--- src/rtl/operand_fetch_stage_pkg.sv ---
// operand_fetch_stage_pkg: shared widths and opcode set of the 3-stage adder processor
package operand_fetch_stage_pkg;
    localparam int DATA_W  = 8;
    localparam int REG_CNT = 8;
    localparam int ADDR_W  = $clog2(REG_CNT);
    typedef enum logic [1:0] {
        ADD = 2'd0,
        SUB = 2'd1,
        ADC = 2'd2,
        INC = 2'd3
    } op_t;
endpackage

--- src/rtl/operand_fetch_stage_if.sv ---
// operand_fetch_stage_if: instruction, operand and writeback channels of the operand fetch stage
interface operand_fetch_stage_if
    import operand_fetch_stage_pkg::op_t;
#(
    parameter int DATA_W = operand_fetch_stage_pkg::DATA_W,
    parameter int ADDR_W = operand_fetch_stage_pkg::ADDR_W
);
    logic              in_valid;
    logic              in_ready;
    op_t               in_op;
    logic [ADDR_W-1:0] in_rs1;
    logic [ADDR_W-1:0] in_rs2;
    logic              in_use_imm;
    logic [DATA_W-1:0] in_imm;
    logic [ADDR_W-1:0] in_rd;
    logic              out_valid;
    logic              out_ready;
    logic [DATA_W-1:0] out_a;
    logic [DATA_W-1:0] out_b;
    logic              out_ci;
    logic [ADDR_W-1:0] out_rd;
    logic              wb_en;
    logic [ADDR_W-1:0] wb_addr;
    logic [DATA_W-1:0] wb_data;
    logic              wb_carry_en;
    logic              wb_carry;

    modport slave (
        input  in_valid, in_op, in_rs1, in_rs2, in_use_imm, in_imm, in_rd,
        input  out_ready, wb_en, wb_addr, wb_data, wb_carry_en, wb_carry,
        output in_ready, out_valid, out_a, out_b, out_ci, out_rd
    );

    modport master (
        output in_valid, in_op, in_rs1, in_rs2, in_use_imm, in_imm, in_rd,
        output out_ready, wb_en, wb_addr, wb_data, wb_carry_en, wb_carry,
        input  in_ready, out_valid, out_a, out_b, out_ci, out_rd
    );
endinterface

--- src/rtl/reg_file_2r1w.sv ---
// reg_file_2r1w: two async read ports with write bypass, one sync write port, r0 hardwired to zero
module reg_file_2r1w #(
    parameter int DATA_W  = 8,
    parameter int REG_CNT = 8,
    localparam int ADDR_W = $clog2(REG_CNT)
) (
    input  logic              clk,
    input  logic              rst_n,
    input  logic              we,
    input  logic [ADDR_W-1:0] waddr,
    input  logic [DATA_W-1:0] wdata,
    input  logic [ADDR_W-1:0] raddr1,
    output logic [DATA_W-1:0] rdata1,
    input  logic [ADDR_W-1:0] raddr2,
    output logic [DATA_W-1:0] rdata2
);
    logic [DATA_W-1:0] mem [REG_CNT];

    always_ff @(posedge clk or negedge rst_n)
        if (!rst_n)
            for (int i = 0; i < REG_CNT; i++) mem[i] <= '0;
        else if (we && waddr != '0)
            mem[waddr] <= wdata;

    // A write in flight wins over the stored value so readers see it this cycle
    assign rdata1 = raddr1 == '0 ? '0 : (we && waddr == raddr1) ? wdata : mem[raddr1];
    assign rdata2 = raddr2 == '0 ? '0 : (we && waddr == raddr2) ? wdata : mem[raddr2];
endmodule

--- src/rtl/operand_fetch_stage.sv ---
// operand_fetch_stage: decodes instructions into adder operands through one valid/ready slot
module operand_fetch_stage
    import operand_fetch_stage_pkg::SUB, operand_fetch_stage_pkg::ADC, operand_fetch_stage_pkg::INC;
#(
    parameter int DATA_W  = operand_fetch_stage_pkg::DATA_W,
    parameter int REG_CNT = operand_fetch_stage_pkg::REG_CNT
) (
    input logic                  clk,
    input logic                  rst_n,
    operand_fetch_stage_if.slave bus
);
    localparam int ADDR_W = $clog2(REG_CNT);

    logic [DATA_W-1:0] src1, src2, raw_b, dec_b, out_a, out_b;
    logic [ADDR_W-1:0] out_rd;
    logic              cf, cf_eff, dec_ci, in_ready, accept, out_valid, out_ci;

    reg_file_2r1w #(.DATA_W(DATA_W), .REG_CNT(REG_CNT)) u_rf (
        .clk    (clk),
        .rst_n  (rst_n),
        .we     (bus.wb_en),
        .waddr  (bus.wb_addr),
        .wdata  (bus.wb_data),
        .raddr1 (bus.in_rs1),
        .rdata1 (src1),
        .raddr2 (bus.in_rs2),
        .rdata2 (src2)
    );

    // SUB is a + ~b + 1; INC is a + 0 + 1
    always_comb begin
        cf_eff = bus.wb_carry_en ? bus.wb_carry : cf;
        raw_b  = bus.in_use_imm ? bus.in_imm : src2;
        dec_b  = bus.in_op == INC ? '0 : bus.in_op == SUB ? ~raw_b : raw_b;
        dec_ci = bus.in_op == SUB || bus.in_op == INC || (bus.in_op == ADC && cf_eff);
    end

    assign in_ready = !out_valid || bus.out_ready;
    assign accept   = bus.in_valid && in_ready;

    always_ff @(posedge clk or negedge rst_n)
        if (!rst_n)
            cf <= 1'b0;
        else if (bus.wb_carry_en)
            cf <= bus.wb_carry;

    always_ff @(posedge clk or negedge rst_n)
        if (!rst_n) begin
            out_valid <= 1'b0;
            out_a     <= '0;
            out_b     <= '0;
            out_ci    <= 1'b0;
            out_rd    <= '0;
        end else if (accept) begin
            out_valid <= 1'b1;
            out_a     <= src1;
            out_b     <= dec_b;
            out_ci    <= dec_ci;
            out_rd    <= bus.in_rd;
        end else if (bus.out_ready) begin
            out_valid <= 1'b0;
        end

    assign bus.in_ready  = in_ready;
    assign bus.out_valid = out_valid;
    assign bus.out_a     = out_a;
    assign bus.out_b     = out_b;
    assign bus.out_ci    = out_ci;
    assign bus.out_rd    = out_rd;
endmodule

--- src/flat_wrapper.sv ---
// flat-port wrapper written by rule: the top's interface ports become plain ports
module operand_fetch_stage_flat import operand_fetch_stage_pkg::SUB, operand_fetch_stage_pkg::ADC, operand_fetch_stage_pkg::INC;
#(
    parameter int DATA_W  = operand_fetch_stage_pkg::DATA_W,
    parameter int REG_CNT = operand_fetch_stage_pkg::REG_CNT
)
  (clk, rst_n, bus_in_valid, bus_in_op, bus_in_rs1, bus_in_rs2, bus_in_use_imm, bus_in_imm, bus_in_rd, bus_out_ready, bus_wb_en, bus_wb_addr, bus_wb_data, bus_wb_carry_en, bus_wb_carry, bus_in_ready, bus_out_valid, bus_out_a, bus_out_b, bus_out_ci, bus_out_rd);
  operand_fetch_stage_if #(.DATA_W(DATA_W)) bus_i ();
  input logic clk;
  input logic rst_n;
  input wire logic [$bits(bus_i.in_valid)-1:0] bus_in_valid;
  input wire logic [$bits(bus_i.in_op)-1:0] bus_in_op;
  input wire logic [$bits(bus_i.in_rs1)-1:0] bus_in_rs1;
  input wire logic [$bits(bus_i.in_rs2)-1:0] bus_in_rs2;
  input wire logic [$bits(bus_i.in_use_imm)-1:0] bus_in_use_imm;
  input wire logic [$bits(bus_i.in_imm)-1:0] bus_in_imm;
  input wire logic [$bits(bus_i.in_rd)-1:0] bus_in_rd;
  input wire logic [$bits(bus_i.out_ready)-1:0] bus_out_ready;
  input wire logic [$bits(bus_i.wb_en)-1:0] bus_wb_en;
  input wire logic [$bits(bus_i.wb_addr)-1:0] bus_wb_addr;
  input wire logic [$bits(bus_i.wb_data)-1:0] bus_wb_data;
  input wire logic [$bits(bus_i.wb_carry_en)-1:0] bus_wb_carry_en;
  input wire logic [$bits(bus_i.wb_carry)-1:0] bus_wb_carry;
  output wire logic [$bits(bus_i.in_ready)-1:0] bus_in_ready;
  output wire logic [$bits(bus_i.out_valid)-1:0] bus_out_valid;
  output wire logic [$bits(bus_i.out_a)-1:0] bus_out_a;
  output wire logic [$bits(bus_i.out_b)-1:0] bus_out_b;
  output wire logic [$bits(bus_i.out_ci)-1:0] bus_out_ci;
  output wire logic [$bits(bus_i.out_rd)-1:0] bus_out_rd;
  assign bus_i.in_valid = bus_in_valid;
  assign bus_i.in_op = bus_in_op;
  assign bus_i.in_rs1 = bus_in_rs1;
  assign bus_i.in_rs2 = bus_in_rs2;
  assign bus_i.in_use_imm = bus_in_use_imm;
  assign bus_i.in_imm = bus_in_imm;
  assign bus_i.in_rd = bus_in_rd;
  assign bus_i.out_ready = bus_out_ready;
  assign bus_i.wb_en = bus_wb_en;
  assign bus_i.wb_addr = bus_wb_addr;
  assign bus_i.wb_data = bus_wb_data;
  assign bus_i.wb_carry_en = bus_wb_carry_en;
  assign bus_i.wb_carry = bus_wb_carry;
  assign bus_in_ready = bus_i.in_ready;
  assign bus_out_valid = bus_i.out_valid;
  assign bus_out_a = bus_i.out_a;
  assign bus_out_b = bus_i.out_b;
  assign bus_out_ci = bus_i.out_ci;
  assign bus_out_rd = bus_i.out_rd;
  operand_fetch_stage #(.DATA_W(DATA_W), .REG_CNT(REG_CNT)) u_core (.clk(clk), .rst_n(rst_n), .bus(bus_i));
endmodule
--- config.mk ---
export PLATFORM = sky130hd
export DESIGN_NAME = operand_fetch_stage_flat
export DESIGN_NICKNAME = d
export VERILOG_FILES = /design/src/rtl/operand_fetch_stage_pkg.sv /design/src/rtl/operand_fetch_stage_if.sv /design/src/rtl/reg_file_2r1w.sv /design/src/rtl/operand_fetch_stage.sv /design/src/flat_wrapper.sv
export SDC_FILE = /design/constraint.sdc
export NUM_CORES = 1
export LEC_CHECK = 0
export ABC_AREA = 1
export BUFFER_PORTS_ARGS = -buffer_cell sky130_fd_sc_hd__buf_4
export CAP_MARGIN = 20
export CORE_ASPECT_RATIO = 0.9
export CORE_MARGIN = 2
export CORE_UTILIZATION = 60
export DETAILED_ROUTE_END_ITERATION = 10
export GPL_ROUTABILITY_DRIVEN = 1
export HOLD_SLACK_MARGIN = 0.05
export MAX_ROUTING_LAYER = met4
export PLACE_DENSITY = 0.82
export SKIP_LAST_GASP = 1
export SLEW_MARGIN = 40
export SYNTH_ARGS = -nofsm -noshare
export SYNTH_HDL_FRONTEND = slang
export SYNTH_SLANG_ARGS = --single-unit
export TNS_END_PERCENT = 30
--- constraint.sdc ---
create_clock -name clk -period 2.3 [get_ports clk]
set_input_delay 0.46 -clock clk [delete_from_list [all_inputs] [get_ports clk]]
set_output_delay 0.46 -clock clk [all_outputs]
set_load 0.01 [all_outputs]
==> impl_metrics.toml, run 1 <==
[sta]
finalMaxSlewViolations = 0
final.min_clock_period_ns = 1.65
fin_skew_ns = 0.00833
fin_ws_ns = 0.651
setup_violations = 0
hold_viol_final = 0
maxSlewHeadroom = 0.490
rsz0062_at_grt = "false"
finalSetupTns_ns = 0
fmax_ghz = 0.607
worst_pin_slew_ns = 0.764
period_share = 0.717

[logic_synthesis]
synth_area_leaders = "dfrtp_1 45%, nand2_1 20%, nand3_1 9.9%, o21ai_0 6.6%, a21oi_1 3.4%"
synth_top_area_frac = 0.452
ys_warn_count = 0
syn_inst = 654
ys_ff_latch = 86
postSynthAreaPerCell_um2 = 7.29
yosysUniqueCellTypes = 28
yosysSeqAreaShare = 0.452
yosys.area.top_type = "dfrtp_1"
synth.net_count = 692
netlist_area_um2 = 4760

[final_layout]
final_nets = 731
final_common_cell = "nand2_1"
synthToLayoutAreaGrowth_pct = 13.5
fin_util = 0.710
drive_gt1_frac = 0.158
layout_common_cells = "257 x nand2_1, 94 x nand3_1, 86 x dfrtp_1"
fin_cells = 794
diodes = 0

[routing]
routedWlPerCell_um = 17.9
drt_iter0_drc = 603
ant_nets = 0
firstDrtPassIters = 5
drt_wl_total_mm = 14.2
viasPerCell = 6.06
num_vias = 4814
drc = 0

[critical_path]
cp_cell_sequence = "buf_4, inv_1, nand3_1, nand3_1, nand2_1, a21oi_1, o21ai_0"
crit_type = "in -> reg"
critPathLaunch = "bus_in_rs1[1]"
cpMaxStageDelayCell = "inv_1"
slowest_delay_ns = 0.58
cp_max_fo = 20
crit_top_cell = "nand3_1"
startpoint_type = "input pin"
worst_ep_arrival_time_ns = 1.89
required_ns = 2.54
reg2reg_from = "u_core.bus.out_valid"
end_kind = "flop"

[placed_design]
pre_cts_slack_ns = 0.363
post-dp-hpwl_mm = 9.88
port_buffers = 59
place_congestion = 0.996
dp.cells = 778

[clocking]
cts_hold_buf = 0
cts_inserted_buffers = 9
cts_sinks = 86
clk_pin_slew_ns = 0.09
clockBufferDepth = 2
cts_resized = 0
cts_tree = "yes"
clock_latency_ns = 0.36
htreeDepth = 3
cts_setup_buffers = 0
root_buffer = "clkbuf_8"

[floorplan]
dieArea_um2 = 8670
coreArea_um2 = 7620
ioPinCount = 60
die_x_um = 97.9
rows = 30
fp.dieH_um = 88.5
start_util = 0.625

[pwr]
p_total_mw = 3.96
leakage_nw = 2.75
p_per_area_nw_per_um2 = 733
ir_drop_mv = 0.466

[global_route]
grt_pass1_wl_mm = 22.8
grt_usage = 0.351
gr-total-overflow = 0
grt_pass1_vias = 4336
grt_max_degree = 54
antenna_found_initial = 0

[outcome]
status = "finished clean"

[hold_path]
hp-class = "in -> async"

[flow_run]
max_cap_viol_count = 0
## kinds of logic after synthesis
| group | after synthesis | synth area share |
|---|---|---|
| buffers and inverters | 72 | 0.0670 |
| AND/OR/NAND/NOR | 383 | 0.349 |
| AO/OA/AOI/OAI | 111 | 0.128 |
| XOR/XNOR | 1 | 0.00184 |
| flip-flops | 86 | 0.452 |
| multiplexers | 1 | 0.00236 |
## path summary, 6_finish.rpt
check | end | slack [ns] | cells after the start
setup / recovery | u_core.bus.out_a[1] | 0.65 | 7
hold / removal | u_core.u_rf.mem[56] | 0.05 | 1
setup reg to reg | u_core.bus.out_b[4] | 0.83 | 5
hold reg to reg | u_core.u_rf.mem[63] | 0.42 | 0
max in group asynchronous | u_core.u_rf.mem[6] | 1.62 | 2
min in group clk | u_core.bus.out_rd[2] | 0.29 | 3
## routing by layer
layer  wire, um  vias up  part of all wire  track usage
li1           -     2213                 -            -
met1       5870     2233              0.41        0.462
met2       6430      315              0.45        0.531
met3       1440       53              0.10       0.0829
met4        499        0             0.035        0.146
met5          0        -                 0            -
## cell type report
| type | instances | area, um^2 |
|---|---|---|
| clock buffer | 12 | 155 |
| clock inverter | 4 | 31.3 |
| fill | 620 | 2210 |
| inverter | 30 | 118 |
| multi-input combinational | 496 | 2290 |
| sequential | 86 | 2150 |
| tap | 96 | 120 |
| timing repair buffer | 70 | 538 |
## through the flow
stage,instance area (um^2),hold slack (ns)
after floorplan,4760,0.164
final,5410,0.0497
after detailed placement,5220,0.397
after global routing,5410,0.0711
after CTS,5410,0.0600
after global placement,5220,0.387
## cell usage after synthesis
| master | number |
|---|---|
| buf_1 | 1 |
| buf_2 | 17 |
| buf_6 | 2 |
| xor2_1 | 1 |
| dfrtp_1 | 86 |
| mux2_2 | 1 |
| a31oi_2 | 1 |
| nor3_2 | 1 |
| nor2_1 | 16 |
| nand2_1 | 257 |
| a21oi_1 | 32 |
| inv_4 | 2 |
| a22oi_1 | 7 |
| o22ai_1 | 2 |
| clkinv_1 | 2 |
| o21ai_0 | 63 |
| nor2_2 | 1 |
| o211ai_1 | 5 |
| clkbuf_1 | 20 |
| nand3_2 | 8 |
| nor2_8 | 2 |
| a31oi_4 | 1 |
| buf_4 | 2 |
| nand3_1 | 94 |
| nand2_4 | 1 |
| inv_2 | 4 |
| inv_1 | 22 |
| nand2_2 | 3 |
## report_power, final
part | total (mW) | switching, mW | internal [mW] | leakage, nW
combinational | 0.960 | 0.566 | 0.393 | 1.59
clock | 1.02 | 0.570 | 0.454 | 0.0848
sequential | 1.98 | 0.216 | 1.76 | 1.08
## flip-flops by register name, indices dropped and copies added (netlist names)
name / cells
u_core.bus.out_rd: 3
u_core.bus.out_valid: 1
u_core.cf: 1
u_core.bus.out_ci: 1
u_core.bus.out_b: 8
u_core.u_rf.mem: 64
u_core.bus.out_a: 8
## worst max-delay path, delay by kind of cell
kind            cells  cell delay, ns
buf+inv             2            0.76
simple gates        3            0.40
compound gates      2            0.26
Note: power is estimated with default switching activity, not from simulation.
==> run 2: changes to the inputs <==
--- a/config.mk
+++ b/config.mk
@@ -10,12 +10,12 @@
 export CAP_MARGIN = 20
 export CORE_ASPECT_RATIO = 0.9
 export CORE_MARGIN = 2
-export CORE_UTILIZATION = 60
+export CORE_UTILIZATION = 58
 export DETAILED_ROUTE_END_ITERATION = 10
 export GPL_ROUTABILITY_DRIVEN = 1
 export HOLD_SLACK_MARGIN = 0.05
 export MAX_ROUTING_LAYER = met4
-export PLACE_DENSITY = 0.82
+export PLACE_DENSITY = 0.8
 export SKIP_LAST_GASP = 1
 export SLEW_MARGIN = 40
 export SYNTH_ARGS = -nofsm -noshare
==> constraint.sdc (replaced) <==
create_clock -name clk -period 1.7 [get_ports clk]
set_input_delay 0.34 -clock clk [delete_from_list [all_inputs] [get_ports clk]]
set_output_delay 0.34 -clock clk [all_outputs]
set_load 0.01 [all_outputs]
==> run 2 against run 1 <==
  * Hold slack improved by 0.12 ns
  * Clock skew increased by 0.0017 ns
  * Combinational power is 43% higher
  * Non-clock buffer count up 22
  * Register-to-register slack worse by 0.57 ns
  * Critical path depth down 2
  * Wire length grew 0.32%
  * Count of clock-buffer cells in the layout fell by 3
  * Critical path type is now reg -> reg
  * Largest power group unchanged
  * Highest routed layer unchanged
==> impl_metrics.toml, run 2 (synthesis results as in run 1) <==
[outcome]
status = "finished clean"

[final_layout]
final_nets = 753
fill_cells = 666
fin_area_um2 = 5680
largest_register_ffs = 64
layout_common_cells = "257 x nand2_1, 94 x nand3_1, 86 x dfrtp_1"
synthToLayoutAreaGrowth_pct = 19.3
final_common_cell = "nand2_1"
diodes = 0
reg_top3 = "u_core.u_rf.mem x64, u_core.bus.out_a x8, u_core.bus.out_b x8"
regMostFlops = "u_core.u_rf.mem"
drive_gt1_frac = 0.182

[sta]
hold_ws_ns = 0.165
fin_ws_ns = 0.259
finalMaxSlewViolations = 0
worst_pin_slew_ns = 0.593
fin_skew_ns = 0.0101
setup_violations = 0
maxSlewHeadroom = 0.604
period_share = 0.848
rsz0062_at_grt = "false"
hold_viol_final = 0
fmax_ghz = 0.694
finalSetupTns_ns = 0
final.min_clock_period_ns = 1.44

[routing]
routedWlPerCell_um = 17.5
firstDrtPassIters = 5
drt_iter0_drc = 443
drc = 0
viasPerCell = 5.87
drt_wl_total_mm = 14.3
num_vias = 4800
ant_nets = 0

[global_route]
gr-total-overflow = 0
grt_usage = 0.345
antenna_found_initial = 0
grt_pass1_vias = 4528
grt_pass1_wl_mm = 23.4
grt_max_degree = 33

[critical_path]
cp_max_fo = 8
startpoint_type = "flop"
cp_cell_sequence = "nand2_1, nand2_1, a21oi_1, nand3_1, nand2_1"
r2r-end = "u_core.bus.out_b[7]"
crit_buf_inv = 0
reg2reg_depth = 5
required_ns = 2.02
worst_ep_arrival_time_ns = 1.76
end_kind = "flop"
crit_top_cell = "nand2_1"
crit_type = "reg -> reg"
slowest_delay_ns = 0.51
reg2reg_from = "u_core.bus.out_valid"
path_delay_family = "compound AO/OA/AOI/OAI gates"
cpMaxStageDelayCell = "a21oi_1"
reg2reg_slack_ns = 0.26

[hold_path]
hp-start = "bus_in_rd[0]"
hp-class = "in -> reg"
holdPathEnd = "u_core.bus.out_rd[0]"
hold_depth = 3

[placed_design]
pre_cts_slack_ns = 0.0607
place_congestion = 0.988
place_area_um2 = 5460
post-dp-hpwl_mm = 10.3
port_buffers = 59

[pwr]
ir_drop_mv = 0.734
p_per_area_nw_per_um2 = 995
p_total_mw = 5.66
leakage_nw = 2.90

[clocking]
cts_tree = "yes"
clock_latency_ns = 0.37
cts_resized = 0
htreeDepth = 3
clockBufferDepth = 2
cts_inserted_buffers = 9
root_buffer = "clkbuf_8"
cts_sinks = 86
clk_pin_slew_ns = 0.09
cts_setup_buffers = 0

[floorplan]
rows = 31
dieArea_um2 = 8960
fp.dieH_um = 90.0
ioPinCount = 60
die_x_um = 99.5
coreArea_um2 = 8030
start_util = 0.593

[flow_run]
max_cap_viol_count = 0
[run 2: changes by cell type in the layout (fill, tap and decap cells not counted), sizes merged]
cell	change
buf	+21
clkbuf	-3
bufinv	+2
inv	+2
clkinv	-1
clkinvlp	-1
dlygate4sd3	+1
[run 2: stage by stage]
stage	instances	util
final	818	0.708
after global routing	818	0.708
after CTS	818	0.708
after detailed placement	802	0.680
after global placement	802	0.680
after floorplan	654	-
[run 2: worst max path at each step]
| stage | start | to | cells past startpoint |
|---|---|---|---|
| after floorplan | bus_in_rs2[2] | u_core.bus.out_b[1] | 12 |
| after global placement | bus_in_rs2[2] | u_core.bus.out_b[4] | 12 |
| after detailed placement | bus_in_rs2[2] | u_core.bus.out_b[4] | 12 |
| after CTS | u_core.bus.out_valid | u_core.bus.out_b[7] | 5 |
| after global routing | u_core.bus.out_valid | u_core.bus.out_b[0] | 5 |
| final | u_core.bus.out_valid | u_core.bus.out_b[7] | 5 |
[run 2: repair_timing]
| action | CTS | global route |
|---|---|---|
| setup endpoints to repair | 0 | 0 |
| endpoints found under the hold margin | 30 | 0 |
| hold buffers | 1 | 0 |
[run 2: routing by layer]
| layer | part of all wire | global-route usage | vias up | routed length, um |
|---|---|---|---|---|
| met1 | 0.42 | 0.475 | 2216 | 6020 |
| met2 | 0.46 | 0.502 | 278 | 6510 |
| met5 | 0 | - | - | 0 |
| met4 | 0.022 | 0.122 | 0 | 320 |
| li1 | - | - | 2270 | - |
| met3 | 0.10 | 0.0816 | 36 | 1430 |
[run 2: power breakdown]
part           leakage [nW]  internal [mW]  switching, mW  total, mW
registers              1.08           2.38          0.263       2.65
logic                  1.72          0.583          0.789       1.37
clock network         0.102          0.830          0.808       1.64
total                  2.90           3.80           1.86       5.66
[run 2: worst min-delay path: cells and delay by family]
family,cells,cell delay (ns)
and+or+nand+nor,2,0.09
buffers and inverters,1,0.08
[run 2: area by class of cell]
cell class	count	area, um^2	area share
multi-input combinational	496	2290	0.403
sequential	86	2150	0.379
timing repair buffer	92	781	0.137
clock buffer	9	124	0.0218
tap	99	124	0.0218
inverter	30	118	0.0207
clock inverter	6	92.6	0.0163
==> run 3: changes to the inputs <==
--- a/config.mk
+++ b/config.mk
@@ -10,12 +10,12 @@
 export CAP_MARGIN = 20
 export CORE_ASPECT_RATIO = 0.9
 export CORE_MARGIN = 2
-export CORE_UTILIZATION = 58
+export CORE_UTILIZATION = 53
 export DETAILED_ROUTE_END_ITERATION = 10
 export GPL_ROUTABILITY_DRIVEN = 1
 export HOLD_SLACK_MARGIN = 0.05
 export MAX_ROUTING_LAYER = met4
-export PLACE_DENSITY = 0.8
+export PLACE_DENSITY = 0.77
 export SKIP_LAST_GASP = 1
 export SLEW_MARGIN = 40
 export SYNTH_ARGS = -nofsm -noshare
==> constraint.sdc (replaced) <==
create_clock -name clk -period 1.15 [get_ports clk]
set_input_delay 0.23 -clock clk [delete_from_list [all_inputs] [get_ports clk]]
set_output_delay 0.23 -clock clk [all_outputs]
set_load 0.01 [all_outputs]
==> run 3 against run 2 <==
  * Hold slack worse by 0.098 ns
  * Global-route usage is 1.8 points lower
  * Critical endpoint is now bus_in_ready
  * Largest power group unchanged
  * Sequential power up 48%
  * Sequential cell count is the same
  * The flow now finishes with violations (setup timing)
==> impl_metrics.toml, run 3 (synthesis results as in run 1) <==
[placed_design]
dp.cells = 848
place_congestion = 1.08
port_buffers = 59
place_area_um2 = 5830
post-dp-hpwl_mm = 10.6

[hold_path]
hp-class = "in -> reg"

[sta]
hold_ws_ns = 0.0670
final.min_clock_period_ns = 1.29
worst_pin_slew_ns = 0.275
hold_viol_final = 0
fin_skew_ns = 0.00852
finalMaxSlewViolations = 0
setup_violations = 16
fin_ws_ns = -0.140
fmax_ghz = 0.775
rsz0062_at_grt = "true"
period_share = 1.12
maxSlewHeadroom = 0.816

[outcome]
status = "complete, but fails checks"
violations = "setup timing"

[routing]
wl_met1_mm = 6.29
ant_nets = 0
drc = 0
topRoutingLayerUsed = "met4"
dr_wl_met2_mm = 6.89
firstDrtPassIters = 6
routedWlPerCell_um = 17.3
viasPerCell = 5.77
drt_wl_total_mm = 15.1
drt_iter0_drc = 614
wl_met3_mm = 1.57
num_vias = 5056

[clocking]
htreeDepth = 3
clk_pin_slew_ns = 0.09
cts_tree = "yes"
cts_inserted_buffers = 9
clock_latency_ns = 0.36
cts_sinks = 86
clockBufferDepth = 2
root_buffer = "clkbuf_8"

[floorplan]
fp.dieH_um = 94.0
coreArea_um2 = 8650
die_x_um = 104
ioPinCount = 60
dieArea_um2 = 9770
rows = 32
start_util = 0.551

[critical_path]
startpoint_type = "flop"
worst_ep_arrival_time_ns = 1.06
cp_max_fo = 2
required_ns = 0.92
end_kind = "primary output"
crit_type = "reg -> out"

[global_route]
gr-total-overflow = 0
grt_usage = 0.327
grt_max_degree = 41
grt_pass1_wl_mm = 24.1
antenna_found_initial = 0
grt_pass1_vias = 4720

[pwr]
ir_drop_mv = 0.823
p_per_area_nw_per_um2 = 1340
leakage_nw = 3.19

[final_layout]
synthToLayoutAreaGrowth_pct = 31.7
layout_common_cells = "235 x nand2_1, 112 x buf_4, 86 x dfrtp_1"
final_nets = 790
fin_cells = 876
final_common_cell = "nand2_1"
largest_register_ffs = 64
regMostFlops = "u_core.u_rf.mem"
fin_area_um2 = 6280
reg_top3 = "u_core.u_rf.mem x64, u_core.bus.out_a x8, u_core.bus.out_b x8"
diodes = 0
drive_gt1_frac = 0.285

[flow_run]
max_cap_viol_count = 0
==> run 3: cell count changes in the layout (fill, tap and decap cells not counted), sizes merged <==
cell      previous run  this run
buf                 91       128
bufinv               2         0
clkbuf               9        10
clkinv               2         4
clkinvlp             2         1
inv                 30        31
==> run 3: worst max-delay path: stages, from the launching register on <==
cell and delay (ns):
dfrtp_1 0.40, nand2_2 0.11, buf_6 0.11, buf_6 0.09
==> run 3: timing repair <==
action	CTS	global route
endpoints found under the setup margin	17	36
hold buffers	1	0
endpoints found under the hold margin	86	0
resized for setup	11	41
buffers inserted	2	9
pin swaps	4	23
==> run 3: area by class of cell <==
| cell class | instances | area [um^2] |
|---|---|---|
| Fill cell | 686 | 2370 |
| Sequential cell | 86 | 2150 |
| Clock buffer | 10 | 138 |
| Clock inverter | 6 | 43.8 |
| Inverter | 30 | 130 |
| Tap cell | 119 | 149 |
| Multi-Input combinational cell | 496 | 2520 |
| Timing Repair Buffer | 129 | 1140 |
==> run 3: routing by layer <==
layer,track usage,vias to the layer above
li1,-,2343
met1,0.436,2343
met2,0.494,312
met3,0.0749,58
met4,0.119,0
met5,-,-
==> run 3: stage by stage <==
step            util  power (mW)  TNS, ns  setup WS, ns
3_3_place_gp   0.674        6.05    -5.02        -0.288
5_1_grt        0.726        8.89    -2.56        -0.194
3_5_place_dp   0.674        6.15    -7.82        -0.330
4_1_cts        0.700        8.21    -1.04        -0.119
2_1_floorplan      -        5.13   -0.540       -0.0394
6_report       0.726        8.40   -0.835        -0.140
==> run 3: power breakdown <==
group	leakage (nW)	total, mW	switching (mW)	internal, mW
logic	2.01	2.45	1.34	1.11
registers	1.08	3.93	0.404	3.53
clock network	0.0935	2.02	1.16	0.861
total	3.19	8.40	2.91	5.49
==> run 3: path summary, 6_finish.rpt <==
kind / start / to / slack (ns) / cells past startpoint
worst max-delay path: u_core.bus.out_valid / bus_in_ready / -0.14 / 3
worst min-delay path: bus_in_rd[1] / u_core.bus.out_rd[1] / 0.07 / 3
worst max register to register: u_core.bus.out_valid / u_core.bus.out_a[1] / -0.08 / 5
worst min register to register: u_core.u_rf.mem[58] / u_core.u_rf.mem[58] / 0.41 / 0
max in group asynchronous: rst_n / u_core.bus.out_b[2] / 0.37 / 3
min in group asynchronous: rst_n / u_core.bus.out_a[1] / 0.28 / 2
